==> src/rtl/contador_buffer_pkg.sv <==
// contador_buffer_pkg: shared state encoding and default sizing for contador_buffer.
package contador_buffer_pkg;

    typedef enum logic [1:0] {
        IDLE = 2'd0,
        RUN  = 2'd1,
        DONE = 2'd2
    } cb_state_t;

    localparam int unsigned CB_COUNT_W     = 4;
    localparam int unsigned CB_TIMER_W     = 5;
    localparam int unsigned CB_TIMER_LIMIT = 20;

endpackage

==> src/rtl/cb_up_counter.sv <==
// cb_up_counter: next-value logic for a clearable, enabled up counter.
// The register itself lives in the instantiating block.
//   value      : current registered value
//   clear      : force next value to zero (highest priority)
//   enable     : advance by one
//   next_c     : combinational next value
// SATURATE=1 holds the value once it reaches LIMIT; SATURATE=0 wraps modulo 2^W.
module cb_up_counter
    import contador_buffer_pkg::*;
#(
    parameter int unsigned W        = CB_COUNT_W,
    parameter int unsigned LIMIT    = (1 << W) - 1,
    parameter bit          SATURATE = 1'b0
) (
    input  logic [W-1:0] value,
    input  logic         clear,
    input  logic         enable,
    output logic [W-1:0] next_c
);

    always_comb begin
        next_c = value;
        if (clear) begin
            next_c = '0;
        end else if (enable) begin
            if (SATURATE && (value >= W'(LIMIT))) begin
                next_c = value;
            end else begin
                next_c = value + W'(1);
            end
        end
    end

endmodule

==> src/rtl/contador_buffer.sv <==
// contador_buffer: start-triggered cycle counter with a bounded run timer.
//   clk   : rising-edge clock
//   reset : asynchronous active-low reset, clears state and outputs
//   start : level run request; pauses counting while low in RUN
//   count : registered cycle count, wraps modulo 2^COUNT_W
//   timer : registered run timer, stops at TIMER_LIMIT
module contador_buffer
    import contador_buffer_pkg::*;
#(
    parameter int unsigned COUNT_W     = CB_COUNT_W,
    parameter int unsigned TIMER_W     = CB_TIMER_W,
    parameter int unsigned TIMER_LIMIT = CB_TIMER_LIMIT
) (
    input  logic               clk,
    input  logic               reset,
    input  logic               start,
    output logic [COUNT_W-1:0] count,
    output logic [TIMER_W-1:0] timer
);

    cb_state_t          state;
    cb_state_t          state_n;
    logic               clr_c;
    logic               en_c;
    logic [COUNT_W-1:0] count_next_c;
    logic [TIMER_W-1:0] timer_next_c;

    // State register
    always_ff @(posedge clk or negedge reset) begin
        if (!reset) begin
            state <= IDLE;
        end else begin
            state <= state_n;
        end
    end

    // Next-state and counter controls; the terminal check looks at the
    // current timer so the decision does not depend on the counter outputs.
    always_comb begin
        state_n = state;
        clr_c   = 1'b0;
        en_c    = 1'b0;
        unique case (state)
            IDLE: begin
                if (start) begin
                    state_n = RUN;
                    clr_c   = 1'b1;
                end
            end
            RUN: begin
                if (start) begin
                    en_c = 1'b1;
                    if (timer == TIMER_W'(TIMER_LIMIT - 1)) begin
                        state_n = DONE;
                    end
                end
            end
            DONE: begin
                if (!start) begin
                    state_n = IDLE;
                end
            end
            default: begin
                state_n = IDLE;
            end
        endcase
    end

    cb_up_counter #(
        .W        (COUNT_W),
        .LIMIT    ((1 << COUNT_W) - 1),
        .SATURATE (1'b0)
    ) u_count (
        .value  (count),
        .clear  (clr_c),
        .enable (en_c),
        .next_c (count_next_c)
    );

    cb_up_counter #(
        .W        (TIMER_W),
        .LIMIT    (TIMER_LIMIT),
        .SATURATE (1'b1)
    ) u_timer (
        .value  (timer),
        .clear  (clr_c),
        .enable (en_c),
        .next_c (timer_next_c)
    );

    // Output registers
    always_ff @(posedge clk or negedge reset) begin
        if (!reset) begin
            count <= '0;
            timer <= '0;
        end else begin
            count <= count_next_c;
            timer <= timer_next_c;
        end
    end

endmodule

==> config.mk <==
export PLATFORM = sky130hd
export DESIGN_NAME = contador_buffer
export DESIGN_NICKNAME = d
export VERILOG_FILES = /design/src/rtl/contador_buffer_pkg.sv /design/src/rtl/cb_up_counter.sv /design/src/rtl/contador_buffer.sv
export SDC_FILE = /design/constraint.sdc
export NUM_CORES = 1
export LEC_CHECK = 0
export ABC_CLOCK_PERIOD_IN_PS = 1900
export BUFFER_PORTS_ARGS = -buffer_cell sky130_fd_sc_hd__buf_4
export CAP_MARGIN = 20
export CELL_PAD_IN_SITES_DETAIL_PLACEMENT = 0
export CELL_PAD_IN_SITES_GLOBAL_PLACEMENT = 1
export CORE_MARGIN = 2
export CORE_UTILIZATION = 41
export CTS_BUF_LIST = sky130_fd_sc_hd__clkbuf_8
export DETAILED_ROUTE_END_ITERATION = 8
export HOLD_SLACK_MARGIN = 0.02
export PLACE_DENSITY_LB_ADDON = 0.12
export RECOVER_POWER = 100
export SETUP_SLACK_MARGIN = 0.02
export SYNTH_ARGS = -nofsm -noshare
export SYNTH_HDL_FRONTEND = slang
export SYNTH_SLANG_ARGS = --single-unit
==> constraint.sdc <==
create_clock -name clk -period 1.9 [get_ports clk]
set_input_delay 0 -clock clk [delete_from_list [all_inputs] [get_ports clk]]
set_output_delay 0 -clock clk [all_outputs]
set_load 0.1 [all_outputs]
Word-level counts from Yosys, hierarchy flattened
Index checks and enable logic that the tools add are counted.

Bits in registers: 11. Latch bits: 0. RAM bits: 0. Memory bits (read-only): 0. Input port bits: 3. Memories kept: 0.

Add/subtract/negate cells: 2. $mul: 0. Divide/modulo/power cells: 0. $lt $le $gt $ge: 1. Equal/unequal tests: 8. Shifts and indexed selects: 0. Muxes and demuxes: 13. Bitwise gates (word level): 0. Reduce and logical (&&, ||, !) cells: 4.

Operators with widths (number): 5-bit two-way mux (3); 2-bit inequality test (second input constant) (5); 2-bit two-way mux (4); 4-bit two-way mux (2); 2-bit case mux with 3 select lines (1); 5-bit by 1-bit adder with 5-bit output (second input constant) (1); 5-bit == test (second input constant) (1); 5-bit greater-or-equal comparator (second input constant) (1); 4-bit by 1-bit adder with 4-bit output (second input constant) (1); 4-bit AND reduction (1); 1-bit two-way mux (3); 2-bit by 1-bit == test with 1-bit output (second input constant) (1); 2-bit == test (second input constant) (1); 2-bit zero test (1); 2-bit AND reduction (1); 2-bit nonzero test (1).

Logic depth before layout (Yosys ltp)
Gate-level depths: netlist (run 1).

Depth after elaboration: 4. Gate-level depth with buffers: 4. Gate-level depth less buffers: 4.

Hierarchy
A second synthesis (run 1) with hierarchy kept.

Cell total of the unflattened synthesis: 54. Area, all modules: 584.3 sq um.

Modules (own cells, without submodules): contador_buffer (instances 1, cells each 19, area each 347.8 sq um, seq. area each 275.3 sq um); cb_up_counter (u_timer) (instances 1, cells each 23, area each 143.9 sq um, seq. area each 0.0 sq um); cb_up_counter (u_count) (instances 1, cells each 12, area each 92.6 sq um, seq. area each 0.0 sq um).

Worst setup path after synthesis (run 1)
Ideal clock, no wire load.

Kind: flip-flop to flip-flop. Start point: reg timer[2]. End point: reg timer[3]. Library setup time: 0.069 ns. Data arrival time: 1.877 ns. Data required time: 1.831 ns. Slack: -0.046 ns. Stages on the path, launching flop included: 5. Buffers on the path: 1. Clock period less this slack: 1.946 ns. Cell sequence: dfrtp_1 clkbuf_2 nand4b_1 or4b_1 nand3_1.

Word-level cells in the longest chain between the ends: 4. Elaborated cells between the ends (all ways): 7. Classes of those cells: add/sub: 1; order compare: 1; eq/ne: 1; mux: 3; reduce/logical: 1.

RTL lines: start, declared (RTL line contador_buffer.sv:18) `output logic [TIMER_W-1:0] timer`; start signal, assigned (RTL line contador_buffer.sv:98) `timer <= timer_next_c;`; 5-bit by 1-bit adder with 5-bit output (RTL line cb_up_counter.sv:29) `next_c = value + W'(1);`; 5-bit two-way mux (RTL line cb_up_counter.sv:26) `if (SATURATE && (value >= W'(LIMIT))) begin`; 5-bit two-way mux (RTL line cb_up_counter.sv:25) `end else if (enable) begin`; 5-bit two-way mux (RTL line cb_up_counter.sv:23) `if (clear) begin`.

Several ways; a longest one is shown, not always the timed one. The select of a mux whose other input is x is not followed. A chain may end at the register's enable or synchronous reset.

Final worst setup path (run 1)
Start point: reg timer[2]. End point: out timer[2].

No word-level cell between the ends.

==> results of run 1 <==
-- final cells by class --
class | count | area [sq um] | area share (%)
Tap cell | 15 | 18.77 | 2.664
Timing Repair Buffer | 13 | 63.81 | 9.059
Inverter | 2 | 7.507 | 1.066
Multi-Input combinational cell | 48 | 292.8 | 41.56
Clock buffer | 3 | 41.29 | 5.861
Sequential cell | 11 | 276.5 | 39.25
Clock inverter | 1 | 3.754 | 0.5329
-- metrics by stage --
step / cell area, sq um / util (%) / instances / hold slack (ns) / setup slack, ns
finish: 704.4 / 52.81 / 93 / 0.2820 / 0.3595
global route: 704.4 / 52.81 / 93 / 0.3548 / 0.3119
CTS: 743.2 / 55.72 / 93 / 0.1376 / 0.4870
detailed placement: 678.2 / 50.84 / 87 / -0.1553 / 0.4957
global placement: 678.2 / 50.84 / 87 / -0.1564 / 0.5402
floorplan: 604.3 / - / 66 / -0.2956 / 0.1060
-- final timing paths --
path | depth (start not counted) | slack, ns | from | end
setup / recovery | 1 | 0.36 | timer[2]$_DFFE_PN0P_ | timer[2]
hold / removal | 2 | 0.28 | reset | count[3]$_DFFE_PN0P_
setup reg to reg | 3 | 0.49 | state[1]$_DFFE_PN0P_ | count[3]$_DFFE_PN0P_
hold reg to reg | 1 | 0.48 | state[1]$_DFFE_PN0P_ | state[0]$_DFFE_PN0P_
max in group asynchronous | 2 | 1.19 | reset | timer[2]$_DFFE_PN0P_
min in group clk | 1 | 0.48 | state[1]$_DFFE_PN0P_ | state[0]$_DFFE_PN0P_
-- state kept, by name (all words and copies together) (netlist names) --
name	count
timer	5
count	4
state	2
-- logic make-up (layout without fill, tap and decap cells) --
family / after synthesis / count (layout) / share of synthesized area, %
adder cells (fa/ha/maj): 3 / 3 / 6.225
flip-flops: 11 / 11 / 45.64
AND/OR/NAND/NOR: 31 / 31 / 27.39
buffers and inverters: 7 / 19 / 5.809
AO/OA/AOI/OAI: 14 / 14 / 14.94
-- layout by cell type, fill, tap and decap left out, types with 2 or more instances in the layout --
master,instances
nand3_1,9
nand2b_1,3
clkbuf_8,3
dlygate4sd3_1,2
inv_1,3
or4b_1,2
ha_1,3
clkbuf_1,9
clkbuf_2,2
nand2_1,8
o21a_1,2
dfrtp_1,10
a21oi_1,2
nor2_1,3
o21ai_0,5
-- per-layer routing --
| metal | vias to the layer above | track usage [%] | routed length, microns |
|---|---|---|---|
| met5 | - | 0 | 0 |
| met4 | 0 | 3.750 | 0 |
| met3 | 0 | 3.879 | 50 |
| met2 | 8 | 18.46 | 509 |
| met1 | 220 | 21.51 | 647 |
| li1 | 259 | - | - |
-- timing repair --
action                                 CTS  global route
hold buffers                             2             0
endpoints found under the hold margin   13             0
gates resized for setup                  0             0
==> flow_metrics.tcl, run 1 <==
set metrics [dict create \
    status "finished, final reports clean" \
    final.setup.tns_ns 0 \
    drc 0 \
    first_iter_violations 14 \
    hp-class "in -> async" \
    cpPeakStageDelay_ns 0.88 \
    start_util_pct 45.22 \
    startpoint_type "flip-flop" \
    antenna_found_initial 0 \
    cp_cell_sequence "clkbuf_1" \
    grt_pass1_wl_microns 1883 \
    cts_root_buf "clkbuf_8" \
    drv_cap 0 \
    cp.arrival_ns 1.54 \
    period_needed_ns 1.541 \
    critical_path_buf_inv_count 1 \
    fin_skew_ns 0.004546 \
    max_freq_mhz 649.1 \
    ant_nets 0 \
    ys_seq_elements 11 \
    required_ns 1.90 \
    cts_made_buffers 3 \
    vias_per_cell 5.237 \
    syn_area_per_cell_sq_um 9.138 \
    grt_pass1_vias 391 \
    layout-drive-gt1-share_pct 7.692 \
    drt-total-wl_microns 1206 \
    post_cts_buffers 0 \
    rows 13 \
    cp_top_family "buffers and inverters" \
    die-area_sq_um 1794 \
    antenna_cells 0 \
    path_max_fanout 9 \
    core_sq_um 1334 \
    synth_edf_count 0 \
    cp_slowest_cell "clkbuf_1" \
    async_flop_share_pct 100.0 \
    tightest_slew_ns 1.158 \
    finalNetCount 85 \
    gp_congestion 0.6599 \
    grt_max_degree 17 \
    syn_area_sq_um 603.1 \
    grt_use_total_pct 13.85 \
    clk_path_buf_depth 2 \
    yosysWarnings 0 \
    finalCritPeriodShare_pct 81.08 \
    clk_pin_slew_ns 0.05 \
    dr.pass1.iters 4 \
    synth_top_cell_by_area "dfrtp_1" \
    synth_top_area_share_pct 45.64 \
    ys_top_cells_by_area "dfrtp_1 46%, nand3_1 7.5%, ha_1 6.2%" \
    crit_path_end_kind "output pin" \
    syn-num-nets 72 \
    ys_seq_area_share_pct 45.64 \
    vias 487 \
    wl_per_cell_microns 12.97 \
    overflow 0 \
    hold_violations 0 \
    port_buffers 11 \
    setup_viol 0 \
    fillers 143 \
    tritoncts "yes" \
    slew_headroom_pct 23.11 \
    clk_latency_ns 0.23 \
    yosysUniqueCellTypes 25 \
    die_w_microns 42.35 \
    netlist_top_cells_count "11 x dfrtp_1, 9 x nand3_1, 8 x nand2_1, 5 x o21ai_0" \
    syn_inst 66 \
    maxSlewViolCount 0 \
    yosysMostFrequentCell "dfrtp_1" \
    path_class "reg -> out" \
    die_h_microns 42.35 \
    cts.sinks 11 \
    rsz0062_at_grt "no" \
    ios 12 \
    h-tree-depth 1 \
    dp.final_hpwl_microns 817.8 \
    synth_ff_type "dfrtp_1" \
    area_delta_synth_final_pct 16.81 \
]
Power of run 1 is left out: the tool's default activity adds up to more than one toggle a clock period on the data nets, which glitch-free logic cannot reach.
==> run 2, diff against run 1 <==
--- a/config.mk
+++ b/config.mk
@@ -5,13 +5,14 @@
 export SDC_FILE = /design/constraint.sdc
 export NUM_CORES = 1
 export LEC_CHECK = 0
-export ABC_CLOCK_PERIOD_IN_PS = 1900
+export ABC_AREA = 1
+export ABC_CLOCK_PERIOD_IN_PS = 1300
 export BUFFER_PORTS_ARGS = -buffer_cell sky130_fd_sc_hd__buf_4
 export CAP_MARGIN = 20
 export CELL_PAD_IN_SITES_DETAIL_PLACEMENT = 0
 export CELL_PAD_IN_SITES_GLOBAL_PLACEMENT = 1
 export CORE_MARGIN = 2
-export CORE_UTILIZATION = 41
+export CORE_UTILIZATION = 37
 export CTS_BUF_LIST = sky130_fd_sc_hd__clkbuf_8
 export DETAILED_ROUTE_END_ITERATION = 8
 export HOLD_SLACK_MARGIN = 0.02
==> constraint.sdc (replaced) <==
create_clock -name clk -period 1.3 [get_ports clk]
set_input_delay 0 -clock clk [delete_from_list [all_inputs] [get_ports clk]]
set_output_delay 0 -clock clk [all_outputs]
set_load 0.1 [all_outputs]
==> run 2 against run 1 <==
Compared with the run above: sequential cell count unchanged; critical endpoint unchanged; synthesized cell count increased by 6.1%; register-to-register slack worse by 0.33 ns; first-iteration DRC count fell by 71%; global-route usage rose by 0.60 points; via count is 0.21% lower; die area grew 11%; area after synthesis is 1.2% higher; count of clock-buffer cells in the layout did not move; critical path depth did not move; cell count increased by 8.6%; largest cell class unchanged.
==> flow_metrics.tcl, run 2 <==
set metrics [dict create \
    clk_path_buf_depth 2 \
    tightest_slew_ns 0.6114 \
    maxSlewViolCount 0 \
    ys_seq_area_share_pct 45.08 \
    status "finished, final reports clean" \
    ff2ff_path_depth 6 \
    rows 14 \
    h-tree-depth 1 \
    yosysUniqueCellTypes 17 \
    cp_top_family "flip-flops" \
    cpPeakStageDelay_ns 0.47 \
    reg2reg_to "count[3]$_DFFE_PN0P_" \
    die_w_microns 44.63 \
    dr.pass1.iters 4 \
    final_common_cell "nand2_1" \
    ys_top_cells_by_area "dfrtp_1 45%, nand2_1 10%, nand3_1 6.6%" \
    yosysWarnings 0 \
    synthSimpleGateAreaFrac_pct 30.33 \
    synth_adder_area_share_pct 6.148 \
    wl_per_cell_microns 11.13 \
    drc 0 \
    syn_inst 70 \
    startpoint_type "flip-flop" \
    drt-total-wl_microns 1124 \
    syn-num-nets 76 \
    first_iter_violations 4 \
    vias_per_cell 4.812 \
    layout-drive-gt1-share_pct 32.94 \
    core_sq_um 1524 \
    clk_latency_ns 0.24 \
    antenna_cells 0 \
    setup_viol 0 \
    tritoncts "yes" \
    drv_cap 0 \
    grt_pass1_vias 420 \
    clk_pin_slew_ns 0.05 \
    grt_max_degree 12 \
    syn_area_sq_um 610.6 \
    yosysMostFrequentCell "nand2_1" \
    netlist_top_cells_count "17 x nand2_1, 11 x dfrtp_1, 8 x nand3_1, 7 x o21ai_1" \
    gp_congestion 0.6872 \
    grt_pass1_wl_microns 1973 \
    synth_edf_count 0 \
    cts_root_buf "clkbuf_8" \
    cts_made_buffers 3 \
    cp_slowest_cell "dfrtp_4" \
    hold_violations 0 \
    synth-compound-area-share_pct 8.402 \
    regMostFlops "timer" \
    max_freq_mhz 850.2 \
    antenna_found_initial 0 \
    overflow 0 \
    ant_nets 0 \
    grt_use_total_pct 14.45 \
    fin_skew_ns 0.0008412 \
    cp.arrival_ns 1.18 \
    syn_area_per_cell_sq_um 8.723 \
    muxShareOfSynthArea_pct 1.639 \
    required_ns 1.30 \
    vias 486 \
    start_util_pct 40.07 \
    ys_seq_elements 11 \
    cp_cell_sequence "clkbuf_2" \
    area_delta_synth_final_pct 24.80 \
    reg2reg_from "state[1]$_DFFE_PN0P_" \
    whs_endpoint "state[1]$_DFFE_PN0P_" \
    reg_top3 "timer (5), count (4), state (2)" \
    reg2reg_slack_ns 0.16 \
    path_max_fanout 8 \
    synth_top_area_share_pct 45.08 \
    final_cell_mix "18 x nand2_1, 9 x clkbuf_2, 8 x nand3_1" \
    port_buffers 11 \
    cts.sinks 11 \
    rsz0062_at_grt "no" \
    async_flop_share_pct 100.0 \
    holdWs_ns 0.01853 \
    holdPathStages 3 \
    die_h_microns 44.63 \
    fillers 161 \
    dp.final_hpwl_microns 818.4 \
    hp-class "in -> reg" \
    ios 12 \
    finalCritPeriodShare_pct 90.47 \
    period_needed_ns 1.176 \
    crit_path_end_kind "output pin" \
    holdCritStartpoint "start" \
    slew_headroom_pct 59.24 \
    finalNetCount 92 \
    synth_xor_area_share_pct 2.869 \
    die-area_sq_um 1991 \
    synth_top_family_by_area "simple AND/OR/NAND/NOR gates" \
    synth_top_cell_by_area "dfrtp_1" \
    path_class "reg -> out" \
    largest_reg_flops 5 \
    synth_ff_type "dfrtp_1" \
    critical_path_buf_inv_count 1 \
]
-- run 2: cell families after synthesis --
group                      count (synthesis)
xor gates and xnor gates                   2
AOI/OAI and AO/OA                          8
and+or+nand+nor                           37
DFF                                       11
muxes                                      1
buffers and inverters                      8
adders and majority gates                  3
-- run 2: cell type report --
cell class	instances	area [sq um]	area share (%)
clock buffers	3	41.29	5.419
clock inverters	1	3.754	0.4926
inverters	7	26.28	3.448
multi-input cells	51	309.0	40.56
flip-flops and latches	11	295.3	38.75
well taps	16	20.02	2.627
repair buffers	12	66.31	8.703
-- run 2: layer usage --
| metal | vias up | wire, microns | part of all wire, % | global-route usage, % |
|---|---|---|---|---|
| met5 | - | 0 | 0 | 0 |
| met4 | 0 | 18 | 1.6 | 5.455 |
| met3 | 2 | 60 | 5.3 | 7.347 |
| met2 | 10 | 479 | 43 | 19.71 |
| met1 | 217 | 566 | 50 | 19.34 |
| li1 | 257 | - | - | - |
-- run 2: worst max path at each step --
| stage | start | endpoint | slack [ns] | cells past startpoint |
|---|---|---|---|---|
| 6_report | timer[2]$_DFFE_PN0P_ | timer[2] | 0.12 | 1 |
| 2_1_floorplan | timer[2]$_DFFE_PN0P_ | state[0]$_DFFE_PN0P_ | -0.006 | 5 |
| 5_1_grt | state[1]$_DFFE_PN0P_ | count[3]$_DFFE_PN0P_ | 0.06 | 6 |
| 3_3_place_gp | state[1]$_DFFE_PN0P_ | timer[3]$_DFFE_PN0P_ | 0.21 | 4 |
| 3_5_place_dp | state[1]$_DFFE_PN0P_ | count[3]$_DFFE_PN0P_ | 0.20 | 6 |
| 4_1_cts | state[1]$_DFFE_PN0P_ | count[3]$_DFFE_PN0P_ | 0.19 | 6 |
-- run 2: what timing repair did --
action	4_1_cts	5_1_grt
resized for setup	0	0
endpoints found under the setup margin	0	0
hold buffers	1	0
buffers inserted	0	0
endpoints found under the hold margin	11	0
-- run 2: through the flow --
| stage | setup WS, ns | setup TNS [ns] | instance area (sq um) | utilization [%] | std cells |
|---|---|---|---|---|---|
| floorplan | -0.005548 | -0.005548 | 646.9 | - | 70 |
| global placement | 0.2078 | 0 | 738.2 | 48.44 | 96 |
| detailed placement | 0.1992 | 0 | 738.2 | 48.44 | 96 |
| CTS | 0.1872 | 0 | 793.3 | 52.05 | 101 |
| global route | 0.06116 | 0 | 762.0 | 50.00 | 101 |
| finish | 0.1238 | 0 | 762.0 | 50.00 | 101 |
Power of run 2 is left out for the same reason.
